==> src/rtl/spim_seq_pkg.sv <==
// Shared types and constants for the SPI master sequencer.
package spim_seq_pkg;

  localparam int STATE_W         = 3;
  localparam int DEFAULT_TIMEOUT = 65535;

  typedef enum logic [STATE_W-1:0] {
    IDLE,
    LOAD,
    START,
    WAIT_BUSY,
    WAIT_DONE,
    RESP
  } seq_state_t;

  // Index width for a requester count; a single requester still needs one bit.
  function automatic int idx_width(input int n);
    return (n > 1) ? $clog2(n) : 1;
  endfunction

endpackage

==> src/rtl/spim_sequencer_if.sv <==
// Bus between the sequencer and the shared SPI master core.
interface spim_sequencer_if #(
  parameter int DATA_W = 16,
  parameter int LEN_W  = 8,
  parameter int CS_W   = 1
) ();

  logic [DATA_W-1:0] m_data;
  logic [LEN_W-1:0]  m_len;
  logic [CS_W-1:0]   m_cs;
  logic              m_start;
  logic              m_idle;
  logic [DATA_W-1:0] m_miso;

  modport master (
    output m_data, m_len, m_cs, m_start,
    input  m_idle, m_miso
  );

  modport slave (
    input  m_data, m_len, m_cs, m_start,
    output m_idle, m_miso
  );

endinterface

==> src/rtl/spim_sequencer_rr_arbiter.sv <==
// Round-robin winner selection with a registered priority pointer.
module rr_arbiter
  import spim_seq_pkg::*;
#(
  parameter  int N_REQ = 2,
  localparam int IDX_W = idx_width(N_REQ)
) (
  input  logic             clk,
  input  logic             rst,
  input  logic [N_REQ-1:0] req,
  input  logic             adv,
  input  logic [IDX_W-1:0] adv_idx,
  output logic             any,
  output logic [IDX_W-1:0] win
);

  logic [IDX_W-1:0] ptr;

  // First requesting index at or above the pointer, wrapping around.
  always_comb begin
    int unsigned idx;
    any = 1'b0;
    win = '0;
    idx = 0;
    for (int unsigned k = 0; k < N_REQ; k++) begin
      idx = 32'(ptr) + k;
      if (idx >= N_REQ) idx = idx - N_REQ;
      if (!any && req[IDX_W'(idx)]) begin
        any = 1'b1;
        win = IDX_W'(idx);
      end
    end
  end

  // Pointer moves to the requester after the one just served.
  always_ff @(posedge clk) begin
    if (rst) begin
      ptr <= '0;
    end else if (adv) begin
      ptr <= (adv_idx == IDX_W'(N_REQ - 1)) ? '0 : adv_idx + 1'b1;
    end
  end

endmodule

==> src/rtl/spim_sequencer.sv <==
// Shares one SPI master core between several requesters: arbitrate, load,
// start, wait for completion with timeout, and acknowledge the winner.
module spim_sequencer
  import spim_seq_pkg::*;
#(
  parameter  int N_REQ   = 2,
  parameter  int DATA_W  = 16,
  parameter  int LEN_W   = 8,
  parameter  int CS_W    = 1,
  parameter  int TIMEOUT = DEFAULT_TIMEOUT,
  localparam int IDX_W   = idx_width(N_REQ)
) (
  input  logic                    sys_clk,
  input  logic                    sys_rst,
  input  logic [N_REQ-1:0]        req,
  input  logic [N_REQ*DATA_W-1:0] req_data,
  input  logic [N_REQ*LEN_W-1:0]  req_len,
  input  logic [N_REQ*CS_W-1:0]   req_cs,
  output logic [N_REQ-1:0]        ack,
  output logic [N_REQ-1:0]        err,
  output logic [DATA_W-1:0]       rsp_data,
  output logic                    busy,
  spim_sequencer_if.master        core
);

  localparam int CNT_W = 16;

  seq_state_t       state;
  logic [IDX_W-1:0] grant;
  logic [CNT_W-1:0] cnt;
  logic             any;
  logic [IDX_W-1:0] win;
  logic             adv;
  logic             tmo;

  assign busy = (state != IDLE);
  assign adv  = (state == RESP);
  assign tmo  = (cnt == CNT_W'(TIMEOUT - 1));

  rr_arbiter #(.N_REQ(N_REQ)) u_arb (
    .clk     (sys_clk),
    .rst     (sys_rst),
    .req     (req),
    .adv     (adv),
    .adv_idx (grant),
    .any     (any),
    .win     (win)
  );

  // Sequencer FSM; ack/err are raised on entry to RESP so they are visible
  // in the RESP cycle itself, one cycle after the core reports idle.
  always_ff @(posedge sys_clk) begin
    if (sys_rst) begin
      state        <= IDLE;
      grant        <= '0;
      cnt          <= '0;
      ack          <= '0;
      err          <= '0;
      rsp_data     <= '0;
      core.m_data  <= '0;
      core.m_len   <= '0;
      core.m_cs    <= '0;
      core.m_start <= 1'b0;
    end else begin
      core.m_start <= 1'b0;
      ack          <= '0;
      err          <= '0;
      case (state)
        IDLE: begin
          if (any) begin
            grant       <= win;
            core.m_data <= req_data[int'(win)*DATA_W +: DATA_W];
            core.m_len  <= req_len[int'(win)*LEN_W +: LEN_W];
            core.m_cs   <= req_cs[int'(win)*CS_W +: CS_W];
            state       <= LOAD;
          end
        end
        LOAD: begin
          if (core.m_idle) begin
            core.m_start <= 1'b1;
            state        <= START;
          end
        end
        START: begin
          cnt   <= '0;
          state <= WAIT_BUSY;
        end
        WAIT_BUSY: begin
          if (tmo) begin
            ack        <= '0 | (N_REQ'(1) << grant);
            err        <= '0 | (N_REQ'(1) << grant);
            rsp_data   <= '0;
            state      <= RESP;
          end else begin
            cnt <= cnt + 1'b1;
            if (!core.m_idle) state <= WAIT_DONE;
          end
        end
        WAIT_DONE: begin
          if (core.m_idle) begin
            ack      <= '0 | (N_REQ'(1) << grant);
            rsp_data <= core.m_miso;
            state    <= RESP;
          end else if (tmo) begin
            ack      <= '0 | (N_REQ'(1) << grant);
            err      <= '0 | (N_REQ'(1) << grant);
            rsp_data <= '0;
            state    <= RESP;
          end else begin
            cnt <= cnt + 1'b1;
          end
        end
        RESP: begin
          state <= IDLE;
        end
        default: begin
          state <= IDLE;
        end
      endcase
    end
  end

endmodule

==> src/flat_wrapper.sv <==
// flat-port wrapper written by rule: the top's interface ports become plain ports
module spim_sequencer_flat import spim_seq_pkg::*;
#(
  parameter  int N_REQ   = 2,
  parameter  int DATA_W  = 16,
  parameter  int LEN_W   = 8,
  parameter  int CS_W    = 1,
  parameter  int TIMEOUT = DEFAULT_TIMEOUT,
  localparam int IDX_W   = idx_width(N_REQ)
)
  (sys_clk, sys_rst, req, req_data, req_len, req_cs, ack, err, rsp_data, busy, core_m_data, core_m_len, core_m_cs, core_m_start, core_m_idle, core_m_miso);
  spim_sequencer_if #(.DATA_W(DATA_W), .LEN_W(LEN_W), .CS_W(CS_W)) core_i ();
  input  logic sys_clk;
  input  logic sys_rst;
  input  logic [N_REQ-1:0] req;
  input  logic [N_REQ*DATA_W-1:0] req_data;
  input  logic [N_REQ*LEN_W-1:0] req_len;
  input  logic [N_REQ*CS_W-1:0] req_cs;
  output logic [N_REQ-1:0] ack;
  output logic [N_REQ-1:0] err;
  output logic [DATA_W-1:0] rsp_data;
  output logic busy;
  output wire logic [$bits(core_i.m_data)-1:0] core_m_data;
  output wire logic [$bits(core_i.m_len)-1:0] core_m_len;
  output wire logic [$bits(core_i.m_cs)-1:0] core_m_cs;
  output wire logic [$bits(core_i.m_start)-1:0] core_m_start;
  input wire logic [$bits(core_i.m_idle)-1:0] core_m_idle;
  input wire logic [$bits(core_i.m_miso)-1:0] core_m_miso;
  assign core_m_data = core_i.m_data;
  assign core_m_len = core_i.m_len;
  assign core_m_cs = core_i.m_cs;
  assign core_m_start = core_i.m_start;
  assign core_i.m_idle = core_m_idle;
  assign core_i.m_miso = core_m_miso;
  spim_sequencer #(.N_REQ(N_REQ), .DATA_W(DATA_W), .LEN_W(LEN_W), .CS_W(CS_W), .TIMEOUT(TIMEOUT)) u_core (.sys_clk(sys_clk), .sys_rst(sys_rst), .req(req), .req_data(req_data), .req_len(req_len), .req_cs(req_cs), .ack(ack), .err(err), .rsp_data(rsp_data), .busy(busy), .core(core_i));
endmodule
==> config.mk <==
export PLATFORM = sky130hd
export DESIGN_NAME = spim_sequencer_flat
export DESIGN_NICKNAME = d
export VERILOG_FILES = /design/src/rtl/spim_seq_pkg.sv /design/src/rtl/spim_sequencer_if.sv /design/src/rtl/spim_sequencer_rr_arbiter.sv /design/src/rtl/spim_sequencer.sv /design/src/flat_wrapper.sv
export SDC_FILE = /design/constraint.sdc
export NUM_CORES = 1
export LEC_CHECK = 0
export ABC_AREA = 1
export BUFFER_PORTS_ARGS = -buffer_cell sky130_fd_sc_hd__buf_2
export CAP_MARGIN = 25
export CELL_PAD_IN_SITES_DETAIL_PLACEMENT = 0
export CELL_PAD_IN_SITES_GLOBAL_PLACEMENT = 2
export CORE_MARGIN = 4
export CORE_UTILIZATION = 26
export DETAILED_ROUTE_END_ITERATION = 8
export PLACE_DENSITY = 0.86
export SLEW_MARGIN = 5
export SYNTH_ARGS = -nofsm -noshare
export SYNTH_HDL_FRONTEND = slang
export SYNTH_SLANG_ARGS = --single-unit
==> constraint.sdc <==
create_clock -name sys_clk -period 2.3 [get_ports sys_clk]
set_clock_uncertainty 0.15 [all_clocks]
set_input_delay 0.46 -clock sys_clk [delete_from_list [all_inputs] [get_ports sys_clk]]
set_output_delay 0.46 -clock sys_clk [all_outputs]
set_load 0.005 [all_outputs]
### After elaboration in Yosys (flattened, before gate mapping)

Index checks and enable logic that the tools add are counted.

| storage, ports and cells | value |
|---|---|
| register bits | 67 |
| input port bits | 71 |
| output and inout port bits | 47 |
| word-level logic and storage cells | 76 |

| cells by class | value |
|---|---|
| $add $sub $neg | 5 |
| $lt $le $gt $ge | 4 |
| equality and inequality tests | 11 |
| shift operators | 4 |
| muxes and demuxes | 30 |
| bitwise operators | 1 |
| reduce and logical (&&, ||, !) cells | 10 |

Operator list:

| kind | number |
|---|---|
| $mux 16 | 4 |
| $pmux 16 s3 | 1 |
| $pmux 16 s2 | 1 |
| $shiftx 32x6->16 | 1 |
| $mux 3 | 6 |
| $add 16x1->16 const B | 1 |
| $eq 16x16->1 const B | 1 |
| $shiftx 16x5->8 | 1 |
| $pmux 3 s5 | 1 |
| $mux 1 | 12 |
| $pmux 2 s2 | 2 |
| $eq 3x2->1 const B | 2 |
| $eq 3x3->1 const B | 2 |
| $mux 2 | 3 |
| $ne 3x2->1 const B | 2 |
| $reduce_bool 3->1 | 2 |
| $lt 1x2->1 const B | 2 |
| $ne 2x2->1 const B | 2 |
| $reduce_and 2->1 | 2 |
| $reduce_and 4->1 | 1 |
| $eq 3x1->1 const B | 1 |
| $logic_not 3->1 | 1 |
| $add 1x1->2 const B | 1 |
| $ge 1x2->1 const B | 1 |
| 11 further kinds | 12 |

### Logic depth before layout (Yosys ltp)

Gate-level depths: netlist of run 1.

| depth | value |
|---|---|
| depth in word-level cells | 10 |
| mapped depth | 12 |
| depth with buffers taken out | 12 |

### Hierarchy

From an unflattened synthesis of run 1, not the netlist that was laid out.

| unflattened totals | value |
|---|---|
| cells, all modules | 445 |
| area, all modules | 3,246.9 um2 |

By module, submodules not included:

| module | times used | cells each | area an instance (um2) | seq. area each (um2) |
|---|---|---|---|---|
| spim_sequencer | 1 | 434 | 3,189.3 | 1,321.3 |
| rr_arbiter | 1 | 11 | 57.6 | 20.0 |

### Worst setup path after synthesis of run 1

No wires, ideal clock.

| timing | value |
|---|---|
| path kind | register to register |
| from | reg u_core.cnt[0] |
| to | reg u_core.rsp_data[10] |
| data arrival time | 1,484 ps |
| slack | 596 ps |
| stages on the path, launching flop included | 11 |
| path buffers | 1 |
| cells stage by stage | dfxtp_1 > inv_1 > ha_1 > inv_1 > nor2_1 > nand2_1 > nor2_4 > o21ai_2 > buf_6 > nand2_1 > a21oi_1 |

| between the ends | value |
|---|---|
| word-level cells in the longest chain between the ends | 4 |

RTL lines:

| element | RTL line | RTL |
|---|---|---|
| from (decl) | spim_sequencer.sv:30 | `logic [CNT_W-1:0] cnt;` |
| from (signal assigned) | spim_sequencer.sv:95 | `cnt <= cnt + 1'b1;` |
| from (signal assigned) | spim_sequencer.sv:110 | `cnt <= cnt + 1'b1;` |
| $eq 16x16->1 (*) | spim_sequencer.sv:38 | `assign tmo = (cnt == CNT_W'(TIMEOUT - 1));` |
| $mux 16 (*) | n/a |  |
| $mux 16 | n/a |  |
| $pmux 16 s2 (*) | n/a |  |
| to (signal assigned) | spim_sequencer.sv:102 | `rsp_data <= core.m_miso;` |
| to (decl) | spim_sequencer.sv:21 | `output logic [DATA_W-1:0] rsp_data,` |

Mark *: on every way between the ends. The rest lies on a longest branch, timed or not.
A chain may end at the register's enable or synchronous reset.

### Worst setup path in the final report of run 1

| timing | value |
|---|---|
| from | reg u_core.cnt[0] |
| to | reg u_core.cnt[12] |

| between the ends | value |
|---|---|
| word-level cells in the longest chain between the ends | 4 |
| elaborated cells between the ends (all ways) | 5 |

RTL lines:

| element | RTL line | RTL |
|---|---|---|
| $add 16x1->16 / $eq 16x16->1 (equally long branches) | spim_sequencer.sv:95, spim_sequencer.sv:110, spim_sequencer.sv:38 |  |
| $mux 16 (*) | spim_sequencer.sv:89, spim_sequencer.sv:104 |  |
| $mux 16 | spim_sequencer.sv:100 | `if (core.m_idle) begin` |
| $pmux 16 s3 (*) | spim_sequencer.sv:68 | `case (state)` |

Mark *: on every way between the ends. The rest lies on a longest branch, timed or not. The select of a mux whose other input is x is not followed.

==> flow_summary.json, run 1 <==
{
  "status": "complete, no violations",
  "min_period_over_period_pct": 86.7,
  "peakVddDrop_mv": 0.468,
  "vias": 3460,
  "worstPathRequired_ns": 2.36,
  "synth-seq-cells": 67,
  "final_max_slew_viol_count": 0,
  "grt_usage_pct": 13.3,
  "p_per_area_nw_per_um2": 1070,
  "hp-class": "in2reg",
  "crit_cells": 11,
  "avgSynthCellArea_um2": 7.11,
  "crit_start": "u_core.cnt[0]",
  "cp_cell_sequence": "inv_1, ha_1, inv_1, nor2_1, nand2_1, nor2_4, a21oi_4, buf_12, nor2_1, nor2_1, nor2_1",
  "fin_setup_tns_ns": 0,
  "placementRows": 40,
  "grt_pass1_wl_um": 15800,
  "ant_nets": 0,
  "dr.pass1.iters": 7,
  "fp.coreArea_um2": 12200,
  "reg2reg_to": "u_core.cnt[12]",
  "n_antenna_cell": 0,
  "synthesis.area_um2": 3280,
  "synth_top_area_share_pct": 40.9,
  "wl_per_cell_um": 13.1,
  "fmax_ghz": 0.502,
  "synth_edf_count": 0,
  "arrival_ns": 2.05,
  "synth_ff_type": "dfxtp_1",
  "syn_to_final_growth_pct": 33.2,
  "critical_path.top_delay_family": "flip-flops",
  "path_class": "reg2reg",
  "setup_violations": 0,
  "ys_async_sr_fraction_pct": 0,
  "path_max_fanout": 10,
  "endpoint": "u_core.cnt[12]",
  "synth_nets": 534,
  "postCtsHoldBufs": 0,
  "grt_pass1_vias": 3350,
  "ys_types": 33,
  "ys_warn_count": 0,
  "fp.dieW_um": 120,
  "fp.dieH_um": 120,
  "stdcell_area_um2": 4360,
  "holdWs_ns": 0.231,
  "rsz0062_at_grt": "no",
  "cts_sinks": 67,
  "mostFrequentLayoutCell": "nand2_1",
  "slew_headroom_pct": 73.3,
  "clkTransAtPathRegs_ns": 0.06,
  "ctsHtreeMaxLevel": 3,
  "fin_crit_ns": 1.99,
  "synth_seq_area_share_pct": 40.9,
  "cts-buffers-inserted": 9,
  "grt_max_degree": 52,
  "slowest_stage": "dfxtp_1",
  "dpl_cell_area_um2": 4020,
  "reg2regPathDepth": 11,
  "layout-drive-gt1-share_pct": 28.2,
  "vias_per_cell": 4.66,
  "cts_root_buffer": "clkbuf_16",
  "die_area_um2": 14500,
  "worstHoldStart": "core_m_miso[8]",
  "tightest_slew_ns": 0.401,
  "synth_area_leader_cell": "dfxtp_1",
  "cts_resized": 0,
  "synth_cells": 461,
  "finalWirelength_um": 9750,
  "p_leak_nw": 1.90,
  "cpMostUsedCell": "nor2_1",
  "cts_buffer_depth": 2,
  "start_util_pct": 26.9,
  "maxCapViolCount": 0,
  "hold_violations": 0,
  "synthTopCellsByArea": "dfxtp_1 41%, nand2_1 14%, o211ai_1 5.7%",
  "port_buffers": 117,
  "hpwl_um": 6990,
  "final_cell_mix": "121 x nand2_1, 117 x buf_2, 67 x dfxtp_1, 46 x nor2_1, 31 x inv_1",
  "endpoint_kind": "flip-flop",
  "slowest_delay_ns": 0.46,
  "start_kind": "flip-flop",
  "reg2reg_slack_ns": 0.31,
  "antenna_found_initial": 0,
  "overflow": 0,
  "r2r-start": "u_core.cnt[0]",
  "cp_num_buf_inv": 3,
  "place_congestion": 0.814,
  "cts_tree": "built",
  "clkLatencyLatePin_ns": 0.33,
  "drtIter0Drc": 143,
  "nNetsFinal": 643,
  "io_pins": 118,
  "post-route-drc-count": 0,
  "post_cts_buffers": 0
}
-- power by group --
group | total [mW] | internal (mW) | switching, mW
clock network | 1.51 | 0.959 | 0.552
logic | 1.53 | 0.598 | 0.932
registers | 1.63 | 1.44 | 0.188
total | 4.67 | 3.00 | 1.67
-- cell type report --
class                      instances  area, um^2
clock buffer                       9         225
timing repair buffer             126         686
inverter                          33         124
sequential                        67        1340
fill                            1294        7800
multi-input combinational        333        1680
tap                              168         210
clock inverter                     7        98.8
-- worst reg2reg max path, stage by stage, from the launching register on --
cell and delay [ns]:
dfxtp_1 0.46, inv_1 0.10, ha_1 0.22, inv_1 0.06
nor2_1 0.04, nand2_1 0.11, nor2_4 0.07, a21oi_4 0.31
buf_12 0.17, nor2_1 0.04, nor2_1 0.10, nor2_1 0.04
-- cells in the mapped netlist (2+ instances only) --
library cell and n:
a21oi_1 22, a21oi_2 5, xor2_1 3, nand4_1 4, buf_2 5, buf_6 3
clkbuf_1 18, inv_1 31, inv_2 2, dfxtp_1 67, ha_1 2, nand2_1 121
nand2_2 4, o21bai_1 3, nand3_1 21, nor2_1 46, o21ai_1 4, nor3_1 7
o21ai_0 29, nor2_4 2, a31oi_1 25, nor2_2 2, o211ai_1 25
-- state kept, by name (all words and copies together) (netlist names) --
register and count:
u_core.cnt 16, u_core.core.m_data 16, u_core.rsp_data 16, u_core.core.m_len 8, u_core.state 3, u_core.ack 2, u_core.err 2, u_core.core.m_cs 1
u_core.core.m_start 1, u_core.grant 1, u_core.u_arb.ptr 1
-- routing by layer --
layer  part of all wire [%]  global-route usage, %  wire (um)
met3                    8.0                   4.82        781
met1                     44                   15.8       4290
met2                     47                   22.4       4550
met5                      0                      0          0
met4                    1.3                   4.46        127
-- kinds of logic (layout without fill, tap and decap cells) --
group | Yosys count | after routing | synth area share, %
AO/OA/AOI/OAI | 116 | 116 | 22.0
XOR/XNOR | 4 | 4 | 1.07
adder cells (fa/ha/maj) | 2 | 2 | 0.764
buffers and inverters | 61 | 175 | 8.21
flip-flops | 67 | 67 | 40.9
AND/OR/NAND/NOR | 211 | 211 | 27.0
-- worst min-delay path by stage --
stage                           to  slack [ns]  depth (start not counted)
3_5_place_dp   u_core.rsp_data[15]        0.30                          2
3_3_place_gp    u_core.rsp_data[2]        0.30                          2
6_report        u_core.rsp_data[8]        0.23                          3
4_1_cts        u_core.rsp_data[11]        0.22                          3
2_1_floorplan        u_core.err[0]        0.29                          1
5_1_grt         u_core.rsp_data[8]        0.22                          3
-- stage by stage --
step                      total power [mW]  util, %  worst slack, ns  cells
final                                 4.67     35.9            0.306    743
after global placement                3.19     33.1            0.335    726
after CTS                             4.73     35.7            0.296    742
after global routing                  4.98     35.9           0.0901    743
after detailed placement              3.20     33.1            0.307    726
after floorplan                       2.60        -            0.596    461
No activity file was read; power rests on OpenSTA's default activity.
==> run 2: changes to the inputs <==
- SYNTH_HIERARCHICAL: default -> 1
==> flow_summary.json, run 2 <==
{
  "fin_crit_ns": 1.89,
  "wl_per_cell_um": 11.9,
  "start_kind": "flip-flop",
  "nFillCells": 1323,
  "cts_buffer_depth": 2,
  "finalWirelength_um": 8720,
  "placed_cells": 717,
  "clkTransAtPathRegs_ns": 0.06,
  "critical_path.top_delay_family": "simple AND/OR/NAND/NOR gates",
  "cts_tree": "built",
  "nNetsFinal": 633,
  "cts_resized": 0,
  "post_cts_buffers": 0,
  "place_congestion": 0.847,
  "grt_usage_pct": 12.7,
  "vias": 3140,
  "slew_headroom_pct": 75.7,
  "slowest_stage": "dfxtp_1",
  "comb_power_share_pct": 18.6,
  "grt_pass1_wl_um": 14600,
  "antenna_found_initial": 0,
  "final_max_slew_viol_count": 0,
  "cts-buffers-inserted": 9,
  "yosys-top-cells-count": "87 x nand2_1, 67 x dfxtp_1, 55 x inv_1",
  "cp_num_buf_inv": 2,
  "vias_per_cell": 4.29,
  "synth_cells": 445,
  "slowest_delay_ns": 0.34,
  "ant_nets": 0,
  "synth_ff_type": "dfxtp_1",
  "p_sw_share_pct": 27.8,
  "start_util_pct": 26.8,
  "ctsHtreeMaxLevel": 3,
  "path_class": "reg2reg",
  "overflow": 0,
  "post-route-drc-count": 0,
  "ys_types": 26,
  "p_per_area_nw_per_um2": 783,
  "synthesis.area_um2": 3250,
  "grt_max_degree": 53,
  "syn_to_final_growth_pct": 33.1,
  "rsz0062_at_grt": "no",
  "p_int_mw": 2.44,
  "hpwl_um": 6370,
  "status": "complete, no violations",
  "synthTopCellsByArea": "dfxtp_1 41%, nand2_1 10%, mux2_2 8.7%",
  "layout-drive-gt1-share_pct": 31.2,
  "p_switching_mw": 0.939,
  "fin_cells": 732,
  "fmax_ghz": 0.529,
  "synth_top_area_share_pct": 41.3,
  "fp.dieW_um": 120,
  "synth_seq_area_share_pct": 41.3,
  "yosysMostFrequentCell": "nand2_1",
  "fin_setup_tns_ns": 0,
  "min_period_over_period_pct": 82.1,
  "hp-class": "in2reg",
  "ys_warn_count": 6,
  "cp_cell_sequence": "inv_1, ha_1, nand3_1, nor2_1, nand3_4, nand2_2, buf_4, nor2_1, nor2_1, nor2_1",
  "n_antenna_cell": 0,
  "synth_edf_count": 0,
  "p_seq_share_pct": 40.0,
  "peakVddDrop_mv": 0.486,
  "fp.coreArea_um2": 12100,
  "setup_violations": 0,
  "die_area_um2": 14300,
  "port_buffers": 117,
  "arrival_ns": 1.95,
  "fp.dieH_um": 120,
  "cts_root_buffer": "clkbuf_16",
  "placementRows": 40,
  "worstPathRequired_ns": 2.36,
  "largestRegisters": "u_core/cnt: 16 flops, u_core/core.m_data: 16 flops, u_core/rsp_data: 16 flops",
  "clkLatencyLatePin_ns": 0.33,
  "final_cell_mix": "117 x buf_2, 87 x nand2_1, 67 x dfxtp_1, 55 x inv_1, 50 x a21oi_1",
  "cpMostUsedCell": "nor2_1",
  "dr.pass1.iters": 6,
  "cts_sinks": 67,
  "p_leak_nw": 1.91,
  "drtIter0Drc": 153,
  "maxCapViolCount": 0,
  "ys_async_sr_fraction_pct": 0,
  "p_clk_share_pct": 41.4,
  "synth_area_leader_cell": "dfxtp_1",
  "path_max_fanout": 12,
  "io_pins": 118,
  "mostFrequentLayoutCell": "buf_2",
  "endpoint_kind": "flip-flop",
  "hold_violations": 0,
  "synth-seq-cells": 67,
  "avgSynthCellArea_um2": 7.30,
  "postCtsHoldBufs": 0,
  "tightest_slew_ns": 0.364,
  "grt_pass1_vias": 3112,
  "p_total_mw": 3.38,
  "synth_nets": 518
}
run 2: cell count changes in the layout (fill, tap and decap cells not counted), moves of 24 or more:
cell | before | now
a31oi_1 | 25 | 0
o211ai_1 | 25 | 0
inv_1 | 31 | 55
nand2_1 | 121 | 87
mux2_2 | 0 | 25
a21oi_1 | 22 | 50
run 2: cell families (layout without fill, tap and decap cells):
| logic type | after synthesis | after routing | share of synthesized area (%) |
|---|---|---|---|
| xor gates and xnor gates | 4 | 4 | 1.08 |
| adders and majority gates | 2 | 2 | 0.771 |
| buffers and inverters | 77 | 196 | 9.60 |
| and+or+nand+nor | 182 | 182 | 24.9 |
| AOI/OAI and AO/OA | 88 | 88 | 13.7 |
| DFF | 67 | 67 | 41.3 |
| muxes | 25 | 25 | 8.67 |
run 2: power groups by stage:
| stage | sequential (mW) | combinational (mW) | clock (mW) |
|---|---|---|---|
| 6_report | 1.35 | 0.629 | 1.40 |
| 5_1_grt | 1.37 | 0.720 | 1.49 |
| 4_1_cts | 1.36 | 0.644 | 1.45 |
| 3_5_place_dp | 1.38 | 0.641 | 0 |
| 3_3_place_gp | 1.37 | 0.641 | 0 |
| 2_1_floorplan | 1.38 | 0.370 | 0 |
run 2: worst paths after layout:
path | depth (start not counted) | from | slack (ns) | endpoint
setup reg to reg | 10 | u_core/cnt[0] | 0.41 | u_core/cnt[14]
setup / recovery | 10 | u_core/cnt[0] | 0.41 | u_core/cnt[14]
hold / removal | 3 | core_m_miso[4] | 0.22 | u_core/rsp_data[4]
hold reg to reg | 2 | u_core/core.m_len[2] | 0.29 | u_core/core.m_len[2]
run 2: metrics by stage:
| step | util (%) | setup slack [ns] | cell area [um^2] | hold slack (ns) |
|---|---|---|---|---|
| floorplan | - | 0.353 | 3250 | 0.290 |
| global placement | 33.2 | 0.406 | 4020 | 0.278 |
| detailed placement | 33.2 | 0.404 | 4020 | 0.283 |
| CTS | 35.7 | 0.390 | 4320 | 0.208 |
| global route | 35.7 | 0.125 | 4320 | 0.217 |
| finish | 35.7 | 0.411 | 4320 | 0.223 |
run 2: layout make-up:
cell class	count	area [um^2]	share of cell area (%)
Clock inverter	3	46.3	1.07
Sequential cell	67	1340	31.0
Timing Repair Buffer	122	648	15.0
Multi-Input combinational cell	301	1600	37.0
Tap cell	168	210	4.87
Inverter	59	221	5.13
Clock buffer	12	256	5.94
run 2: worst register-to-register path: stages, from the launching register on:
cell	delay (ns)
dfxtp_1	0.34
inv_1	0.08
ha_1	0.17
nand3_1	0.08
nor2_1	0.22
nand3_4	0.14
nand2_2	0.18
buf_4	0.22
nor2_1	0.06
nor2_1	0.09
nor2_1	0.04
run 2: layer usage:
layer  vias to the layer above  wire [um]  track usage [%]
met1                      1362       4110             16.1
met5                         -          0                0
met3                        12        773             5.28
li1                       1662          -                -
met4                         0        171             5.87
met2                       104       3670             18.9
